`config.mk`:
```
export PLATFORM = sky130hd
export DESIGN_NAME = cdb_arbiter
export DESIGN_NICKNAME = d
export VERILOG_FILES = /design/src/rtl/tomasulo_pkg.sv /design/src/rtl/cdb_unit_fifo.sv /design/src/rtl/cdb_arbiter.sv
export SDC_FILE = /design/constraint.sdc
export NUM_CORES = 1
export LEC_CHECK = 0
export ABC_CLOCK_PERIOD_IN_PS = 8300
export CAP_MARGIN = 5
export CELL_PAD_IN_SITES_DETAIL_PLACEMENT = 0
export CELL_PAD_IN_SITES_GLOBAL_PLACEMENT = 1
export CORE_ASPECT_RATIO = 0.7
export CORE_UTILIZATION = 38
export DETAILED_ROUTE_END_ITERATION = 7
export HOLD_SLACK_MARGIN = 0.06
export PLACE_DENSITY_LB_ADDON = 0.1
export SKIP_LAST_GASP = 1
export SLEW_MARGIN = 30
export SYNTH_ARGS = -nofsm -noshare
export SYNTH_HDL_FRONTEND = slang
export SYNTH_HIERARCHICAL = 1
export SYNTH_SLANG_ARGS = --single-unit
```
`constraint.sdc`:
```
create_clock -name clk -period 8.3 [get_ports clk]
set_clock_uncertainty 0.2 [all_clocks]
set_input_delay 1.66 -clock clk [delete_from_list [all_inputs] [get_ports clk]]
set_output_delay 1.66 -clock clk [all_outputs]
set_load 0.05 [all_outputs]
```
`src/rtl/tomasulo_pkg.sv`:
```
// Shared Tomasulo core definitions: unit indices, default widths and the CDB payload.
package tomasulo_pkg;

    localparam int unsigned UNIT_MEM = 0;
    localparam int unsigned UNIT_ADD = 1;
    localparam int unsigned UNIT_MUL = 2;

    localparam int unsigned NUM_UNITS_DEF = 3;
    localparam int unsigned TAG_WIDTH_DEF = 5;
    localparam int unsigned REG_WIDTH_DEF = 3;

    typedef struct packed {
        logic [TAG_WIDTH_DEF-1:0] tag;
        logic [REG_WIDTH_DEF-1:0] dst;
    } cdb_entry_t;

    // Increment an index with wrap to zero at the given modulus.
    function automatic int unsigned wrap_inc(input int unsigned idx, input int unsigned modulus);
        return ((idx + 32'd1) >= modulus) ? 32'd0 : (idx + 32'd1);
    endfunction

endpackage

```
`src/rtl/cdb_unit_fifo.sv`:
```
// Per-unit result buffer: small FIFO of completed (tag, dst) entries awaiting the CDB.
module cdb_unit_fifo
    import tomasulo_pkg::*;
#(
    parameter int unsigned BUF_DEPTH = 2,
    parameter type entry_t = cdb_entry_t,
    localparam int unsigned CNT_W = $clog2(BUF_DEPTH + 1)
) (
    input  logic             clk,
    input  logic             reset,
    input  logic             push,
    input  logic             pop,
    input  entry_t           push_data,
    output entry_t           head,
    output logic [CNT_W-1:0] count,
    output logic             ready
);

    localparam int unsigned PTR_W = (BUF_DEPTH > 1) ? $clog2(BUF_DEPTH) : 1;

    entry_t           mem [BUF_DEPTH];
    logic [PTR_W-1:0] wr_ptr;
    logic [PTR_W-1:0] rd_ptr;
    logic [CNT_W-1:0] count_next;
    logic             do_push;
    logic             do_pop;

    assign do_push = push && ready;
    assign do_pop  = pop && (count != '0);
    assign head    = mem[rd_ptr];

    always_comb begin
        count_next = count;
        if (do_push && !do_pop) begin
            count_next = count + CNT_W'(1);
        end else if (do_pop && !do_push) begin
            count_next = count - CNT_W'(1);
        end
    end

    // Ready is registered from the next count, so a popped full buffer stays not-ready this cycle.
    always_ff @(posedge clk or posedge reset) begin
        if (reset) begin
            wr_ptr <= '0;
            rd_ptr <= '0;
            count  <= '0;
            ready  <= 1'b1;
        end else begin
            if (do_push) begin
                wr_ptr <= PTR_W'(wrap_inc(32'(wr_ptr), BUF_DEPTH));
            end
            if (do_pop) begin
                rd_ptr <= PTR_W'(wrap_inc(32'(rd_ptr), BUF_DEPTH));
            end
            count <= count_next;
            ready <= (32'(count_next) < BUF_DEPTH);
        end
    end

    always_ff @(posedge clk) begin
        if (do_push) begin
            mem[wr_ptr] <= push_data;
        end
    end

endmodule

```
`src/rtl/cdb_arbiter.sv`:
```
// Common data bus arbiter: buffers unit results and broadcasts one per cycle.
// Round-robin by default; define CDB_OLDEST_FIRST_EN to grant the smallest head tag instead.
module cdb_arbiter
    import tomasulo_pkg::*;
#(
    parameter int unsigned NUM_UNITS = NUM_UNITS_DEF,
    parameter int unsigned TAG_WIDTH = TAG_WIDTH_DEF,
    parameter int unsigned REG_WIDTH = REG_WIDTH_DEF,
    parameter int unsigned BUF_DEPTH = 2,
    localparam int unsigned UNIT_W = (NUM_UNITS > 1) ? $clog2(NUM_UNITS) : 1
) (
    input  logic                           clk,
    input  logic                           reset,
    input  logic [NUM_UNITS-1:0]           unit_valid,
    input  logic [NUM_UNITS*TAG_WIDTH-1:0] unit_tag,
    input  logic [NUM_UNITS*REG_WIDTH-1:0] unit_dst,
    output logic [NUM_UNITS-1:0]           unit_ready,
    output logic                           cdb_valid,
    output logic [TAG_WIDTH-1:0]           cdb_tag,
    output logic [REG_WIDTH-1:0]           cdb_dst,
    output logic [UNIT_W-1:0]              cdb_unit
);

    localparam int unsigned CNT_W = $clog2(BUF_DEPTH + 1);

    typedef struct packed {
        logic [TAG_WIDTH-1:0] tag;
        logic [REG_WIDTH-1:0] dst;
    } entry_t;

    entry_t             push_data [NUM_UNITS];
    entry_t             head      [NUM_UNITS];
    logic [CNT_W-1:0]   count     [NUM_UNITS];
    logic [NUM_UNITS-1:0] nonempty;
    logic [NUM_UNITS-1:0] pop;
    logic [UNIT_W-1:0]  rr_ptr;
    logic [UNIT_W-1:0]  rr_next;
    logic [UNIT_W-1:0]  grant_idx;
    logic               grant_valid;

    for (genvar i = 0; i < NUM_UNITS; i++) begin : g_unit
        assign push_data[i] = '{tag: unit_tag[i*TAG_WIDTH +: TAG_WIDTH],
                                dst: unit_dst[i*REG_WIDTH +: REG_WIDTH]};
        assign nonempty[i]  = (count[i] != '0);
        assign pop[i]       = grant_valid && (32'(grant_idx) == i);

        cdb_unit_fifo #(
            .BUF_DEPTH (BUF_DEPTH),
            .entry_t   (entry_t)
        ) u_fifo (
            .clk       (clk),
            .reset     (reset),
            .push      (unit_valid[i]),
            .pop       (pop[i]),
            .push_data (push_data[i]),
            .head      (head[i]),
            .count     (count[i]),
            .ready     (unit_ready[i])
        );
    end

`ifdef CDB_OLDEST_FIRST_EN
    logic [TAG_WIDTH-1:0] best_tag;

    // Smallest head tag wins; strict compare keeps the lowest unit on a tie.
    always_comb begin
        grant_valid = 1'b0;
        grant_idx   = '0;
        best_tag    = '0;
        for (int unsigned i = 0; i < NUM_UNITS; i++) begin
            if (nonempty[UNIT_W'(i)] &&
                (!grant_valid || (head[UNIT_W'(i)].tag < best_tag))) begin
                grant_valid = 1'b1;
                grant_idx   = UNIT_W'(i);
                best_tag    = head[UNIT_W'(i)].tag;
            end
        end
    end
`else
    logic [UNIT_W-1:0] rr_cand;

    // First non-empty buffer at or after rr_ptr, wrapping modulo NUM_UNITS.
    always_comb begin
        grant_valid = 1'b0;
        grant_idx   = '0;
        rr_cand     = '0;
        for (int unsigned off = 0; off < NUM_UNITS; off++) begin
            rr_cand = UNIT_W'((32'(rr_ptr) + off) % NUM_UNITS);
            if (!grant_valid && nonempty[rr_cand]) begin
                grant_valid = 1'b1;
                grant_idx   = rr_cand;
            end
        end
    end
`endif

    assign rr_next = UNIT_W'(wrap_inc(32'(grant_idx), NUM_UNITS));

    // Broadcast register: payload and pointer hold when nothing is granted.
    always_ff @(posedge clk or posedge reset) begin
        if (reset) begin
            cdb_valid <= 1'b0;
            cdb_tag   <= '0;
            cdb_dst   <= '0;
            cdb_unit  <= '0;
            rr_ptr    <= '0;
        end else begin
            cdb_valid <= grant_valid;
            if (grant_valid) begin
                cdb_tag  <= head[grant_idx].tag;
                cdb_dst  <= head[grant_idx].dst;
                cdb_unit <= grant_idx;
                rr_ptr   <= rr_next;
            end
        end
    end

endmodule

```
==> summary.md <==
| Metric | Value |
|---|---|
| Static Leak | `around 1.7 nW` |
| Crit path max-delay cell type | `clkdlybuf4s50_1` |
| Drt first pass iters | `4` |
| Vias in the first global route | `2085` |
| Detailed-route via count | `2009` |
| Post-Syn Instances | `243` |
| Hold_sp | `g_unit[0].u_fifo/wr_ptr$_DFFE_PP0P_` |
| Most used DFF post-synth | `edfxtp_1` |
| Place WS | `4838 ps` |
| # port buffers | `42` |
| RSZ-0062 raised after global routing | `no` |
| Final period util | `42.56%` |
| Tot Pwr | `1.939 mW` |
| Share of power burned in registers | `32.6%` |
| PwrDens | `~450 nW/um^2` |
| EDFF count, synth | `48` |
| Yosys warns | `6` |
| Maximum vdd drop | `0.1666 mV` |
| Crit path cell chain | `clkdlybuf4s50_1` |
| CTS buffer count | `9` |
| Tightest Pin Transition | `731.0 ps` |
| H-tree Lvls | `3` |
| Max Transition Viols Final | `0` |
| FP Rows | `28` |
| Final Hold Viols | `0` |
| Maximum clock path buffer count | `2` |
| Top delay family on crit path | `buffers and inverters` |
| Hpwl dp | `slightly below 5 mm` |
| CTS Root Buffer Type | `clkbuf_16` |
| Fmax | `about 280 MHz` |
| Reg clk slew, reported paths | `approximately 60 ps` |
| Post-CTS Hold Buffers | `0` |
| Final WS setup | `4768 ps` |
| WS Path Type | `flop to output pin` |
| CTS tree | `yes` |
| Largest cells by area after synthesis | `edfxtp_1 (41%), dfrtp_1 (18%), mux2_4 (7.3%)` |
| Die area | `9569 sq um` |
| Die Ht | `between 80 and 90 um` |
| Io pins | `43` |
| Max-cap viol count | `0` |
| Worst hold path type | `flop to flop` |
| Combinational share of power | `49.5%` |
| GRT Util Overall | `15.14%` |
| Tmin final | `3532 ps` |
| CTS Sinks | `76` |
| Initial drt markers | `93` |
| N_diodes | `0` |
| DR vias/cell | `4.864` |
| First-pass GRT wire length | `between 10 and 15 mm` |
| Fin util | `49.08%` |
| Post-CTS setup buffer count | `0` |
| Floorplan core area | `8688 sq um` |
| CP Launch Type | `flop` |
| Critical path endpoint category | `output pin` |
| Synth Net Count | `284` |
| Clk pwr share | `17.9%` |
| Share of layout cells above drive strength 1 | `19.11%` |
| Total negative slack | `0 ps` |
| Reg2reg start | `rr_ptr[0]$_DFFE_PP0N_` |
| Pint | `1.171 mW` |
| Post-synthesis sequential area ratio | `between 60% and 70%` |
| Yosys top cell by area | `edfxtp_1` |
| Antenna Nets Post-Route | `0` |
| Total wire length | `6.420 mm` |
| Sw frac | `between 30 and 40%` |
| Synth Cell Area | `3487 sq um` |
| RD Place Congestion | `0.7304` |
| Largest net degree at the start of global routing | `14` |
| Initial antenna violation count | `0` |
| Async set-reset flop share out of synthesis | `36.84%` |
| Routed WL per cell | `15.54 um` |
| Congestion Overflow GR | `0` |
| Seq cells post-synth | `76` |
| Drc violations | `0` |
| Layout area overhead | `22.28%` |
| Fin nets | `329` |
| WP buf/inv | `1` |
| CP arrival | `1670 ps` |
| Status | `finished, final reports clean` |
| Share of the synthesized area in the top cell type | `41.33%` |
| # setup viols final | `0` |
| Later-pin clock latency in the skew report | `320 ps` |
| Rel. slew slack | `51.08%` |
| Critical path required time | `6440 ps` |
| Gates resized, CTS repair | `0` |
| Switching Power | `0.7677 mW` |
| Average size of a mapped cell | `14.35 sq um` |
| Initial core utilization | `40.14%` |
| CP Launch Point | `g_unit[0].u_fifo/ready$_DFF_PP1_` |
| CP peak stage delay | `approximately 800 ps` |
| DIE WIDTH | `116.5 um` |
| CP Max Fanout | `3` |
| Synth cell types | `48` |
==> synthesized netlist by cell type (all sizes together) (3+ instances only) <==
library cell	count
dfstp	3
buf	9
nor3	4
o21ai	11
edfxtp	48
nor2	13
nand2b	6
xnor2	6
nand2	8
and3	4
a22oi	8
o21a	3
ha	12
mux2	25
mux2i	7
inv	19
dfrtp	25
==> layout make-up <==
cell class	count	area [sq um]
clock buffer	10	229.0
inverter	19	71.32
clock inverter	6	40.04
tap	120	150.1
timing repair buffer	43	427.9
fill	806	4424
sequential	76	2146
multi-input combinational	139	1200
==> flip-flops by register name, indices dropped and copies added, names as in the netlist, named ones only <==
| register | flops |
|---|---|
| cdb_dst | 3 |
| cdb_tag | 5 |
| cdb_unit | 2 |
| cdb_valid | 1 |
| g_unit.u_fifo/count | 3 |
| g_unit.u_fifo/mem | 48 |
| g_unit.u_fifo/rd_ptr | 3 |
| g_unit.u_fifo/ready | 3 |
| g_unit.u_fifo/wr_ptr | 3 |
| rr_ptr | 2 |
==> routing by layer <==
layer | part of all wire, % | track usage (%)
met1 | 49 | 20.34
met2 | 45 | 23.43
met3 | 4.3 | 4.234
met4 | 1.4 | 5.769
met5 | 0 | 0
==> worst paths after layout <==
path / end / slack, ps / cells after the start
setup / recovery: unit_ready[0] / 4770 / 1
hold / removal: g_unit[0].u_fifo/wr_ptr$_DFFE_PP0P_ / 300 / 1
setup reg to reg: g_unit[0].u_fifo/count[0]$_DFFE_PP0P_ / 4830 / 11
hold reg to reg: g_unit[0].u_fifo/wr_ptr$_DFFE_PP0P_ / 300 / 1
max in group asynchronous: cdb_unit[1]$_DFFE_PP0N_ / 5920 / 2
min in group asynchronous: async pin / 1470 / 2
==> power groups by stage <==
stage                     clock (mW)  sequential [mW]  combinational [mW]
after global placement             0            0.641               0.960
final                          0.346            0.632               0.960
after detailed placement           0            0.641               0.967
after CTS                      0.358            0.634               0.967
after floorplan                    0            0.712               0.682
after global routing           0.373            0.649                1.06
==> per-stage QoR <==
step                area (sq um)  std cells  hold WS (ps)
floorplan                   3487        243         248.3
global placement            3995        397         281.5
detailed placement          3995        397         287.1
CTS                         4264        413         300.1
global route                4264        413         334.0
finish                      4264        413         303.3
==> cell families after synthesis <==
kind of cell | synth area share, %
xor+xnor | 1.507
fa+ha+maj | 4.306
compound gates | 9.150
simple gates | 7.535
buf+inv | 4.054
mux | 11.91
flops | 61.54
==> cell usage in the layout (no fill, tap or decap), drive strengths merged, types with 6 or more instances in the layout <==
| cell | synthesis | routed |
|---|---|---|
| dfrtp | 25 | 25 |
| xnor2 | 6 | 6 |
| edfxtp | 48 | 48 |
| ha | 12 | 12 |
| a22oi | 8 | 8 |
| nor2 | 13 | 13 |
| o21ai | 11 | 11 |
| clkdlybuf4s50 | 0 | 42 |
| mux2i | 7 | 7 |
| inv | 19 | 20 |
| nand2 | 8 | 8 |
| clkbuf | 0 | 10 |
| mux2 | 25 | 25 |
| nand2b | 6 | 6 |
(Power assumes the default switching activity.)
